`config.mk`:
```
export PLATFORM = sky130hd
export DESIGN_NAME = fetch_ctrl
export DESIGN_NICKNAME = d
export VERILOG_FILES = /design/src/rtl/fetch_pkg.sv /design/src/rtl/fetch_perf_cnt.sv /design/src/rtl/fetch_ctrl.sv
export SDC_FILE = /design/constraint.sdc
export NUM_CORES = 1
export LEC_CHECK = 0
export BUFFER_PORTS_ARGS = -buffer_cell sky130_fd_sc_hd__buf_2
export CAP_MARGIN = 10
export CORE_MARGIN = 5
export CORE_UTILIZATION = 30
export CTS_CLUSTER_SIZE = 40
export DETAILED_ROUTE_END_ITERATION = 6
export GPL_ROUTABILITY_DRIVEN = 0
export PLACE_DENSITY = 0.56
export SETUP_SLACK_MARGIN = 0.1
export SLEW_MARGIN = 20
export SYNTH_ARGS = -nofsm -noshare
export SYNTH_HDL_FRONTEND = slang
export SYNTH_SLANG_ARGS = --single-unit
```
`constraint.sdc`:
```
create_clock -name clk1 -period 4.6 [get_ports clk1]
set_input_delay 0.23 -clock clk1 [delete_from_list [all_inputs] [get_ports clk1]]
set_output_delay 0.23 -clock clk1 [all_outputs]
set_load 0.005 [all_outputs]
```
`src/rtl/fetch_pkg.sv`:
```
// Shared types and constants for the RV32 fetch stage.
package fetch_pkg;

    typedef enum logic [1:0] {
        IDLE = 2'd0,
        RUN  = 2'd1,
        HALT = 2'd2
    } fetch_state_t;

    localparam logic [31:0] NOP_INSTR = 32'h0;
    localparam int unsigned CNT_W     = 32;

endpackage

```
`src/rtl/fetch_perf_cnt.sv`:
```
// Fetch and stall performance counters; both wrap modulo 2^CNT_W.
import fetch_pkg::*;

module fetch_perf_cnt (
    input  logic             clk1,
    input  logic             rst,
    input  logic             fetch_inc,
    input  logic             stall_inc,
    output logic [CNT_W-1:0] fetch_cnt,
    output logic [CNT_W-1:0] stall_cnt
);

    always_ff @(posedge clk1 or posedge rst) begin
        if (rst) begin
            fetch_cnt <= '0;
            stall_cnt <= '0;
        end else begin
            if (fetch_inc) fetch_cnt <= fetch_cnt + 1'b1;
            if (stall_inc) stall_cnt <= stall_cnt + 1'b1;
        end
    end

endmodule

```
`src/rtl/fetch_ctrl.sv`:
```
// Fetch-stage sequencer: PC, one-entry fetch slot toward decode,
// redirect/halt FSM and performance counters.
import fetch_pkg::*;

module fetch_ctrl #(
    parameter int unsigned     PC_W     = 32,
    parameter logic [PC_W-1:0] RESET_PC = '0
) (
    input  logic             clk1,
    input  logic             rst,
    output logic [PC_W-1:0]  imem_addr,
    input  logic [31:0]      imem_rdata,
    input  logic             redirect_valid,
    input  logic [PC_W-1:0]  redirect_pc,
    input  logic             halt,
    output logic             dec_valid,
    input  logic             dec_ready,
    output logic [31:0]      dec_instr,
    output logic [PC_W-1:0]  dec_pc,
    output logic [1:0]       state_o,
    output logic [CNT_W-1:0] fetch_cnt,
    output logic [CNT_W-1:0] stall_cnt
);

    fetch_state_t    state, state_nxt;
    logic [PC_W-1:0] pc;
    logic            slot_free;
    logic            fetch;
    logic            stall;

    assign slot_free = !dec_valid || dec_ready;
    assign fetch     = (state == RUN) && slot_free
                       && !redirect_valid && !halt;
    assign stall     = dec_valid && !dec_ready && !redirect_valid;

    always_comb begin
        state_nxt = state;
        if (redirect_valid) begin
            state_nxt = RUN;
        end else begin
            unique case (state)
                IDLE:    state_nxt = RUN;
                RUN:     if (halt) state_nxt = HALT;
                HALT:    state_nxt = HALT;
                default: state_nxt = IDLE;
            endcase
        end
    end

    always_ff @(posedge clk1 or posedge rst) begin
        if (rst) state <= IDLE;
        else     state <= state_nxt;
    end

    // Redirect kills the slot even when decode is accepting it.
    always_ff @(posedge clk1 or posedge rst) begin
        if (rst) begin
            pc        <= RESET_PC;
            dec_valid <= 1'b0;
            dec_instr <= NOP_INSTR;
            dec_pc    <= '0;
        end else if (redirect_valid) begin
            pc        <= redirect_pc;
            dec_valid <= 1'b0;
        end else if (fetch) begin
            pc        <= pc + 1'b1;
            dec_valid <= 1'b1;
            dec_instr <= imem_rdata;
            dec_pc    <= pc;
        end else if (dec_valid && dec_ready) begin
            dec_valid <= 1'b0;
        end
    end

    fetch_perf_cnt u_perf (
        .clk1      (clk1),
        .rst       (rst),
        .fetch_inc (fetch),
        .stall_inc (stall),
        .fetch_cnt (fetch_cnt),
        .stall_cnt (stall_cnt)
    );

    assign imem_addr = pc;
    assign state_o   = state;

endmodule

```
# After elaboration in Yosys (flattened, before gate mapping)
# Index checks and enable logic that the tools add are counted.
# op_classes
add_sub_neg,3
n_eq_ne,3
mux,8
bitwise_logic,1
n_reduce_logical,15
# ops
cell,count
"32-bit by 1-bit adder with 32-bit output, second input constant",3
32-bit 2-to-1 mux,2
1-bit logical AND,6
2-bit case mux with 3 select lines,1
1-bit zero test,4
2-bit 2-to-1 mux,2
1-bit 2-to-1 mux,3
"3-bit inequality test, second input constant",1
3-bit nonzero test,1
"2-bit by 1-bit == test with 1-bit output, second input constant",1
"2-bit == test, second input constant",1
2-bit zero test,1
2-bit AND reduction,1
2-bit nonzero test,1
1-bit logical OR,1
1-bit NOT,1
# word_totals
register_bits,163
out_inout_bits,163
elab_cells,37

# Depth between registers and ports, before layout
# Gate-level depths: netlist (run 1).
# depth
depth_word,7
ltp_mapped,9
depth_no_buf,7

# Hierarchy
# From an unflattened synthesis (run 1), not the netlist that was laid out.
# unflattened
cells_unflattened,656
hier_area_um2,7507.2
# by_module_without_submodules
module,instances,cells_per_inst,area_per_inst_um2
fetch_ctrl,1,410,4655.7
fetch_perf_cnt,1,246,2851.5

# Worst setup path after synthesis (run 1)
# Ideal clock, no wire load.
# synth_path
path_type,register to register
start,reg state[1] (netlist: state_o[1])
end,reg pc[29] (netlist: imem_addr[29])
setup_time_ns,0.087
t_arrival_ns,2.231
required_time_ns,4.513
slack_ns,2.282
path_stages_with_launch,9
n_path_buf,1
synth_period_minus_slack_ns,2.318
path_cell_list,dfrtp_1 inv_1 ha_1 nand2b_1 buf_2 nor3_1 nand4_1 or4_2 o211ai_1
# synth_between
elab_chain_len,5
# synth_rtl
item,line_no,rtl
from (decl),fetch_ctrl.sv:25,"fetch_state_t state, state_nxt;"
from (signal assigned),fetch_ctrl.sv:52,else state <= state_nxt;
2-bit by 1-bit == test with 1-bit output,fetch_ctrl.sv:32,assign fetch = (state == RUN) && slot_free
1-bit logical AND,fetch_ctrl.sv:32,
1-bit logical AND (2 in a row),fetch_ctrl.sv:33,&& !redirect_valid && !halt;
2-bit nonzero test (no source line),--,
to (signal assigned),fetch_ctrl.sv:63,pc <= redirect_pc;
to (signal assigned),fetch_ctrl.sv:66,pc <= pc + 1'b1;
to (decl),fetch_ctrl.sv:26,logic [PC_W-1:0] pc;
# No other way between the ends.
# A chain may end at the register's enable or synchronous reset.

# Worst setup path after layout (run 1)
# layout_path
start,reg state[1] (netlist: state_o[1])
end,reg u_perf.fetch_cnt[31]
# layout_between
elab_chain_len,4
# layout_rtl
item,line_no,rtl
2-bit by 1-bit == test with 1-bit output,fetch_ctrl.sv:32,
1-bit logical AND,fetch_ctrl.sv:32,
1-bit logical AND (2 in a row),fetch_ctrl.sv:33,
to (signal assigned),fetch_perf_cnt.sv:18,if (fetch_inc) fetch_cnt <= fetch_cnt + 1'b1;
to (decl),fetch_perf_cnt.sv:9,"output logic [CNT_W-1:0] fetch_cnt,"
# No other way between the ends.

==> results of run 1 <==
## layer usage
metal  track usage  vias up
met2         0.231      175
met1         0.183     2653
li1              -     2622
met4        0.0385        6
met3        0.0447       19
met5             0        -
## where the power goes
part           total [mW]  internal [mW]  switching, mW
clock network        1.53          0.918          0.612
logic               0.943          0.535          0.408
registers            2.00           1.77          0.227
total                4.47           3.23           1.25
## flip-flops by register name, indices dropped and copies added, names as in the netlist
name and count:
u_perf.stall_cnt 32, dec_pc 32, imem_addr 32, state_o 2
dec_instr 32, u_perf.fetch_cnt 32, dec_valid 1
## critical path, stage by stage, from the launching register on
cell and delay, ps:
sky130_fd_sc_hd__dfrtp_1 390, sky130_fd_sc_hd__inv_1 80, sky130_fd_sc_hd__ha_1 150, sky130_fd_sc_hd__nand2b_1 220, sky130_fd_sc_hd__nor4b_2 730, sky130_fd_sc_hd__nor3b_1 620, sky130_fd_sc_hd__nand3_1 170, sky130_fd_sc_hd__xnor2_1 160
## timing repair
item / 4_1_cts / 5_1_grt
hold buffers: 10 / 0
endpoints found under the hold margin: 10 / 0
buffers inserted: 0 / 0
## cell families after synthesis
| family | share of synthesized area |
|---|---|
| multiplexers | 0.106 |
| buffers and inverters | 0.0190 |
| AO/OA/AOI/OAI | 0.0369 |
| AND/OR/NAND/NOR | 0.154 |
| flip-flops | 0.572 |
| adder cells (fa/ha/maj) | 0.00878 |
| XOR/XNOR | 0.103 |
## cells in the final DEF, fill, tap and decap left out, types with 5 or more instances in the layout
master	count
sky130_fd_sc_hd__buf_2	231
sky130_fd_sc_hd__dfrtp_1	163
sky130_fd_sc_hd__mux2_2	66
sky130_fd_sc_hd__nand2_1	64
sky130_fd_sc_hd__xnor2_1	54
sky130_fd_sc_hd__nand3_1	35
sky130_fd_sc_hd__xor2_1	30
sky130_fd_sc_hd__o21ai_0	28
sky130_fd_sc_hd__nand4_1	24
sky130_fd_sc_hd__nor2_1	24
sky130_fd_sc_hd__clkbuf_16	17
sky130_fd_sc_hd__and3_1	14
sky130_fd_sc_hd__nor4_1	11
sky130_fd_sc_hd__nor3_1	10
sky130_fd_sc_hd__inv_1	10
sky130_fd_sc_hd__dlygate4sd3_1	10
sky130_fd_sc_hd__or3_1	7
sky130_fd_sc_hd__o311ai_0	6
sky130_fd_sc_hd__ha_1	5
## cell type report
class	instances	area (µm²)	area share
clock buffers	18	429	0.0458
multi-input cells	412	2920	0.312
inverters	11	45.0	0.00481
well taps	319	399	0.0426
repair buffers	244	1290	0.138
clock inverters	14	200	0.0214
flip-flops and latches	163	4080	0.436
## final timing paths
| kind | start | to | slack [ps] | cells past startpoint |
|---|---|---|---|---|
| worst min register to register | u_perf.stall_cnt[31] | u_perf.stall_cnt[31] | 480 | 1 |
| max in group asynchronous | rst | imem_addr[19] | 3850 | 3 |
| worst min-delay path | redirect_pc[16] | imem_addr[16] | 30 | 3 |
| worst max register to register | state_o[1] | u_perf.fetch_cnt[31] | 1970 | 7 |
| worst max-delay path | state_o[1] | u_perf.fetch_cnt[31] | 1970 | 7 |
| min in group asynchronous | rst | u_perf.fetch_cnt[31] | 90 | 3 |
## through the flow
step / utilization / power [mW] / hold WS [ps] / instances / instance area (µm²)
floorplan: - / 2.46 / 347 / 610 / 7130
global placement: 0.369 / 2.97 / 437 / 1139 / 8630
detailed placement: 0.369 / 2.99 / 441 / 1139 / 8630
CTS: 0.400 / 4.56 / 0.373 / 1181 / 9360
global route: 0.400 / 4.75 / 5.15 / 1181 / 9360
finish: 0.400 / 4.47 / 26.0 / 1181 / 9360
==> run summary, run 1 <==
========================================================================================
Status                                                                      finished clean
Fillers                                                                             2347
Setup Viol. Count Final                                                                0
Min Tclk post-route                                                              2630 ps
Starting utilization of the core area                                              0.304
Number of buffers added by the clock tree synthesis step                              17
Violation count after the first detailed-routing iteration                           274
Count of different cell masters after synthesis                                       39
Yosys top cell by area                                                      sky130_fd_sc_hd__dfrtp_1
Syn_nets                                                                             684
Clock latency on the worst-skew pair                                              420 ps
Yosys warning total                                                                    0
Fin. Hold Viols                                                                        0
Wire length per cell after detailed routing                                      16.1 µm
Detailed-routed wire length on met3                                              1.54 mm
Maximum Capacitance Violations                                                         0
Avg Inst Size Synth                                                             11.7 µm²
Chip Height                                                                       164 µm
Portion of the clock cycle consumed by the worst path in the final layout          0.572
Post-Route Setup TNS                                                                0 ps
Leading cell types by total area after synthesis                            sky130_fd_sc_hd__dfrtp_1 (57%), sky130_fd_sc_hd__mux2_2 (10%), sky130_fd_sc_hd__xnor2_1 (6.6%)
Initial antenna violation count                                                        3
Core region area                                                               23400 µm²
Total of buffers placed on input and output ports                                    231
Ports                                                                                232
Total congestion overflow after global routing                                         0
Worst-case headroom to the max-slew limit                                          0.379
Skew final                                                                       9.04 ps
Setup repair after global routing missed its margin                                false
Fmax achieved                                                                    380 MHz
Final antenna diode count                                                              0
Clock Root Buffer                                                           sky130_fd_sc_hd__clkbuf_16
H-tree levels                                                                          4
DRC Markers                                                                            0
Final Routed Wirelength                                                          19.0 mm
FP Rows                                                                               56
Worst IR Drop VDD                                                             0.000260 V
Final Max Slew Viols                                                                   0
Pleak                                                                            4.44 nW
Wire length on met1                                                              8.07 mm
Total iterations of the first detailed-routing run                                     4
EDFF count, synth                                                                      0
Width of the chip                                                                 164 µm
Overall die area                                                               26900 µm²
Ranking of synthesized cells by instance count                              sky130_fd_sc_hd__dfrtp_1 (163), sky130_fd_sc_hd__mux2_2 (66), sky130_fd_sc_hd__nand2_1 (64), sky130_fd_sc_hd__xnor2_1 (54), sky130_fd_sc_hd__nand3_1 (35)
Pin slew with the least headroom to its limit                                     932 ps
Clock tree from TritonCTS                                                            yes
Power per cell area                                                           478 nW/µm²
Number of clock sinks seen by CTS                                                    163
Count of cells resized by post-cts repair                                              0
Met2 wire length                                                                 9.15 mm
Worst-case setup margin in the final layout                                      1970 ps
Setup Crit Path Kind                                                             reg2reg
Dpl ws                                                                           1920 ps
Area fraction of the dominant cell type after synthesis                            0.572
Maximum fanout count along the critical path                                          10
Area Growth Syn to Fin                                                             31.4%
Per-cell via count in the routed design                                             4.64
Number of global-route vias before repair                                           5489
Critical Path Start Type                                                        register
Share of layout cells above drive strength 1                                       0.397
Overall via count from detail_route                                                 5475
Wire length of the first global-routing pass                                     30.2 mm
Highest metal layer used by the detailed router                                     met5
HPWL after detailed placement                                                    13.5 mm
Longest Clk Path Bufs                                                                  2
Top flip-flop cell by instance count after synthesis                        sky130_fd_sc_hd__dfrtp_1
Hold/Removal Path Class                                                           in2reg
WP data arrival                                                                  2930 ps
Number of nets in the layout                                                         923
Count of state elements after synthesis                                              163
Cell with the most instances after synthesis                                sky130_fd_sc_hd__dfrtp_1
Async set-reset flop share out of synthesis                                         1.00
Post-Synthesis Cells                                                                 610
Gr usage total                                                                     0.142
Setup crit end kind                                                             register
Pin count of the biggest net entering global routing                                 164
Clock Pin Slew Worst Setup and Hold Paths                                          70 ps
Portion of the post-synthesis area used by sequential elements                     0.572
Routed Antenna Nets                                                                    0
Combined area of all synthesized cells                                          7130 µm²
Required time reported for the critical path endpoint                            4900 ps
========================================================================================
No activity file was read; power rests on OpenSTA's default activity.
==> run 2: changes to the inputs <==
clock period = 2.19 ns   (was 4.6 ns; I/O delays follow)
==> run summary, run 2 (synthesis gave the netlist of run 1 again) <==
========================================================================================
Source of the worst hold timing path                                        redirect_pc[18]
Crit-path slowest cell                                                      sky130_fd_sc_hd__or4_4
Cell depth of the worst hold path                                                      4
Number of buffers added by the clock tree synthesis step                              17
CP cell instances                                                           nand4_4 -> or4_4 -> or3_1 -> or3_1 -> a31oi_1
Portion of the clock cycle consumed by the worst path in the final layout          0.908
Final Routed Wirelength                                                          20.4 mm
WP data arrival                                                                  2330 ps
Commonest cells after routing, fill and taps aside                          sky130_fd_sc_hd__buf_2 (231), sky130_fd_sc_hd__dfrtp_1 (163), sky130_fd_sc_hd__mux2_2 (66), sky130_fd_sc_hd__nand2_1 (64), sky130_fd_sc_hd__dlygate4sd3_1 (64)
Skew final                                                                       12.7 ps
Post-Layout Cell Count                                                              1276
Longest Clk Path Bufs                                                                  2
Number of cells after detailed placement                                            1175
Total congestion overflow after global routing                                         0
Total power                                                                      9.41 mW
Placed Instance Area                                                            8940 µm²
Clock tree from TritonCTS                                                            yes
Clock Pin Slew Worst Setup and Hold Paths                                          70 ps
Ports                                                                                232
Destination of the worst register-to-register timing path                   imem_addr[26]
Maximum Capacitance Violations                                                         0
Clock latency on the worst-skew pair                                              420 ps
Number of clock sinks seen by CTS                                                    163
Setup slack of the worst register-to-register path                                200 ps
Routed Antenna Nets                                                                    0
Required time reported for the critical path endpoint                            2530 ps
Setup crit end kind                                                             register
Core region area                                                               23400 µm²
Post-route design area                                                         10300 µm²
Maximum fanout count along the critical path                                           5
Number of cells on the worst reg-to-reg path                                           5
Final core utilization                                                             0.439
Number of nets in the layout                                                        1018
Wire length of the first global-routing pass                                     33.0 mm
Violation count after the first detailed-routing iteration                           310
Number of global-route vias before repair                                           6203
Worst r2r src                                                               imem_addr[10]
Setup repair after global routing missed its margin                                 true
Worst IR Drop VDD                                                             0.000523 V
Final antenna diode count                                                              0
Per-cell via count in the routed design                                             4.59
Setup Crit Path Kind                                                             reg2reg
Most common cell type on the critical path                                  sky130_fd_sc_hd__or3_1
Post-Route Setup TNS                                                                0 ps
Critical Path Start Type                                                        register
Most common cell after layout, fill and taps aside                          sky130_fd_sc_hd__buf_2
Setup Viol. Count Final                                                                0
Pin count of the biggest net entering global routing                                  84
Max stage delay on crit path                                                      540 ps
FP Rows                                                                               56
DRC Markers                                                                            0
Overall die area                                                               26900 µm²
Dominant delay contributor by cell family on the critical path              simple AND/OR/NAND/NOR gates
Hold/Removal Path Class                                                           in2reg
Final Max Slew Viols                                                                   0
Area Growth Syn to Fin                                                             44.0%
Min Tclk post-route                                                              1990 ps
Total of buffers placed on input and output ports                                    231
Initial antenna violation count                                                        0
Wire length per cell after detailed routing                                      16.0 µm
Fin. Hold Viols                                                                        0
Power per cell area                                                           917 nW/µm²
Starting utilization of the core area                                              0.304
Worst-case headroom to the max-slew limit                                          0.589
Total iterations of the first detailed-routing run                                     4
Count of buffering cells on the critical path with inverters included                  0
Share of layout cells above drive strength 1                                       0.412
Status                                                                      finished clean
Pin slew with the least headroom to its limit                                     615 ps
Fmax achieved                                                                    503 MHz
H-tree levels                                                                          4
Pleak                                                                            4.86 nW
Width of the chip                                                                 164 µm
Clock Root Buffer                                                           sky130_fd_sc_hd__clkbuf_16
Hold endpoint                                                               imem_addr[18]
Chip Height                                                                       164 µm
HPWL after detailed placement                                                    14.3 mm
Gr usage total                                                                     0.153
Overall via count from detail_route                                                 5856
========================================================================================
[run 2: worst min-delay path, cell delays in order]
cell and delay, ps:
sky130_fd_sc_hd__buf_2 70, sky130_fd_sc_hd__nand2_1 60, sky130_fd_sc_hd__o21ai_0 70, sky130_fd_sc_hd__a31o_2 100
[run 2: worst max-delay path by stage]
stage | slack [ps] | endpoint | cells past startpoint | start
after global placement | 180 | u_perf.fetch_cnt[25] | 10 | state_o[1]
after floorplan | 10 | dec_instr[0] | 1 | rst
after global routing | 90 | imem_addr[26] | 5 | imem_addr[10]
final | 200 | imem_addr[26] | 5 | imem_addr[10]
after CTS | 140 | imem_addr[26] | 5 | imem_addr[10]
after detailed placement | 110 | u_perf.fetch_cnt[29] | 10 | state_o[1]
[run 2: area by class of cell]
class	instances	area [µm²]
Tap cell	319	399
Multi-Input combinational cell	412	2990
Fill cell	2284	13100
Timing Repair Buffer	339	2160
Inverter	11	45.0
Clock buffer	18	439
Sequential cell	163	4080
Clock inverter	14	151
[run 2: through the flow]
| step | hold slack [ps] | setup slack [ps] |
|---|---|---|
| floorplan | 226 | 9.70 |
| global placement | 313 | 177 |
| detailed placement | 316 | 113 |
| CTS | 18.0 | 138 |
| global route | 51.2 | 93.9 |
| finish | 25.3 | 202 |
[run 2: where the power goes]
part | internal [mW] | switching (mW) | leakage (nW)
registers | 3.72 | 0.439 | 2.05
clock network | 1.72 | 1.31 | 0.276
logic | 1.27 | 0.950 | 2.53
total | 6.71 | 2.69 | 4.86
[run 2: routing by layer]
| layer | part of all wire | global-route usage |
|---|---|---|
| met5 | 0 | 0 |
| met4 | 0.011 | 0.0332 |
| met3 | 0.059 | 0.0399 |
| met2 | 0.48 | 0.251 |
| met1 | 0.45 | 0.204 |
[run 2: what timing repair did]
| item | CTS | global route |
|---|---|---|
| hold buffers | 64 | 0 |
| endpoints found under the setup margin | 4 | 21 |
| setup buffers | 2 | 3 |
| gates resized for setup | 1 | 10 |
| endpoints found under the hold margin | 226 | 0 |
==> run 3: changes to the inputs <==
ABC_AREA = 0   (was not set)
GPL_TIMING_DRIVEN = 0   (was not set)
==> run summary, run 3 (synthesis gave the netlist of run 1 again) <==
========================================================================================
Area Growth Syn to Fin                                                             49.9%
Min Tclk post-route                                                              2030 ps
DRC Markers                                                                            0
Initial antenna violation count                                                        0
Ports                                                                                232
Number of global-route vias before repair                                           6040
Multi-input logic area                                                          3150 µm²
Setup Viol. Count Final                                                                0
Total area of sequential cells                                                  4090 µm²
Number of nets in the layout                                                        1038
Longest Clk Path Bufs                                                                  2
Sequential Power Share                                                             0.437
Hold/Removal Path Class                                                           in2reg
Power dissipated by switching net loads                                          2.69 mW
Maximum Capacitance Violations                                                         0
Maximum fanout count along the critical path                                           2
H-tree levels                                                                          4
Switching fraction of total power                                                  0.282
Cell depth of the worst hold path                                                      4
Share of layout cells above drive strength 1                                       0.438
Per-cell via count in the routed design                                             4.56
Final Routed Wirelength                                                          20.9 mm
Overall via count from detail_route                                                 5913
Core region area                                                               23400 µm²
Portion of the clock cycle consumed by the worst path in the final layout          0.925
WP data arrival                                                                  2360 ps
Fin. Hold Viols                                                                        0
Wire length of the first global-routing pass                                     33.0 mm
Most common cell after layout, fill and taps aside                          sky130_fd_sc_hd__buf_2
Worst-case headroom to the max-slew limit                                          0.608
Clock latency on the worst-skew pair                                              410 ps
Total power                                                                      9.57 mW
Required time reported for the critical path endpoint                            2530 ps
Routed Antenna Nets                                                                    0
Gr usage total                                                                     0.154
Setup repair after global routing missed its margin                                 true
Number of cells on the worst reg-to-reg path                                           6
Setup Crit Path Kind                                                             reg2reg
Starting utilization of the core area                                              0.304
Setup crit end kind                                                             register
Status                                                                      finished clean
Width of the chip                                                                 164 µm
Final Max Slew Viols                                                                   0
Fillers                                                                             2279
Number of buffers added by the clock tree synthesis step                              17
Internal power                                                                   6.87 mW
Total congestion overflow after global routing                                         0
Worst IR Drop VDD                                                             0.000444 V
Critical Path Start Type                                                        register
Fmax achieved                                                                    494 MHz
Total of buffers placed on input and output ports                                    230
Pin count of the biggest net entering global routing                                  32
Post-route design area                                                         10700 µm²
Overall die area                                                               26900 µm²
Placed Instance Area                                                            8830 µm²
Clock tree from TritonCTS                                                            yes
Clock Root Buffer                                                           sky130_fd_sc_hd__clkbuf_16
Pleak                                                                            5.08 nW
Chip Height                                                                       164 µm
Combinational cell fraction of total power                                         0.243
Power per cell area                                                           895 nW/µm²
Commonest cells after routing, fill and taps aside                          sky130_fd_sc_hd__buf_2 (231), sky130_fd_sc_hd__dfrtp_1 (152), sky130_fd_sc_hd__mux2_2 (66), sky130_fd_sc_hd__dlygate4sd3_1 (65), sky130_fd_sc_hd__nand2_1 (64)
Violation count after the first detailed-routing iteration                           318
Final antenna diode count                                                              0
Number of clock sinks seen by CTS                                                    163
Clock Pin Slew Worst Setup and Hold Paths                                          70 ps
Clock power frac                                                                   0.320
Wire length per cell after detailed routing                                      16.1 µm
FP Rows                                                                               56
Total iterations of the first detailed-routing run                                     4
Skew final                                                                       11.9 ps
Pin slew with the least headroom to its limit                                     587 ps
HPWL after detailed placement                                                    14.9 mm
Post-Route Setup TNS                                                                0 ps
========================================================================================
==> run 3: per-stage QoR <==
step / setup slack (ps) / hold WS [ps] / utilization / std cells
final: 165 / 41.9 / 0.456 / 1296
after global routing: 50.7 / 73.7 / 0.456 / 1296
after CTS: 24.8 / 13.9 / 0.450 / 1288
after detailed placement: -598 / 131 / 0.377 / 1165
after global placement: -1240 / 318 / 0.372 / 1159
after floorplan: 9.70 / 226 / - / 610
==> run 3: final cells by class <==
class | instances | area share
Clock buffer | 19 | 0.0405
Buffer | 23 | 0.0144
Tap cell | 319 | 0.0374
Sequential cell | 163 | 0.383
Inverter | 11 | 0.00422
Multi-Input combinational cell | 412 | 0.295
Clock inverter | 13 | 0.0148
Timing Repair Buffer | 336 | 0.211
==> run 3: critical path, stage by stage, from the launching register on <==
cell and delay [ps]:
sky130_fd_sc_hd__dfrtp_2 390, sky130_fd_sc_hd__nand4_4 120, sky130_fd_sc_hd__or4_4 520, sky130_fd_sc_hd__buf_6 130, sky130_fd_sc_hd__or3_1 310, sky130_fd_sc_hd__or3_1 310
sky130_fd_sc_hd__a31oi_1 170
==> run 3: timing repair <==
action	in CTS	in global routing
endpoints found under the setup margin	122	94
hold buffers	65	0
pin swaps	5	9
endpoints found under the hold margin	122	0
buffers inserted	26	8
gates cloned	1	0
gates resized for setup	51	32
==> run 3: power by group through the flow <==
| stage | clock, mW | sequential, mW | combinational (mW) |
|---|---|---|---|
| 2_1_floorplan | 0 | 4.27 | 0.896 |
| 3_3_place_gp | 0 | 4.21 | 2.04 |
| 3_5_place_dp | 0 | 4.23 | 2.08 |
| 4_1_cts | 3.17 | 4.17 | 2.33 |
| 5_1_grt | 3.29 | 4.30 | 2.56 |
| 6_report | 3.06 | 4.18 | 2.33 |
==> run 3: metal layers <==
| metal | GRT usage | wire, µm | up-vias |
|---|---|---|---|
| met4 | 0.0362 | 246 | 0 |
| met1 | 0.212 | 9510 | 2902 |
| met5 | 0 | 0 | - |
| met2 | 0.248 | 9950 | 149 |
| li1 | - | - | 2847 |
| met3 | 0.0359 | 1200 | 15 |
==> run 3: final timing paths <==
path / start / end / slack, ps
max: imem_addr[10] / imem_addr[26] / 160
min: redirect_pc[18] / imem_addr[18] / 40
max reg2reg: imem_addr[10] / imem_addr[26] / 160
min reg2reg: u_perf.stall_cnt[31] / u_perf.stall_cnt[31] / 470
max in group asynchronous: rst / u_perf.stall_cnt[4] / 1220
min in group asynchronous: rst / u_perf.fetch_cnt[2] / 260
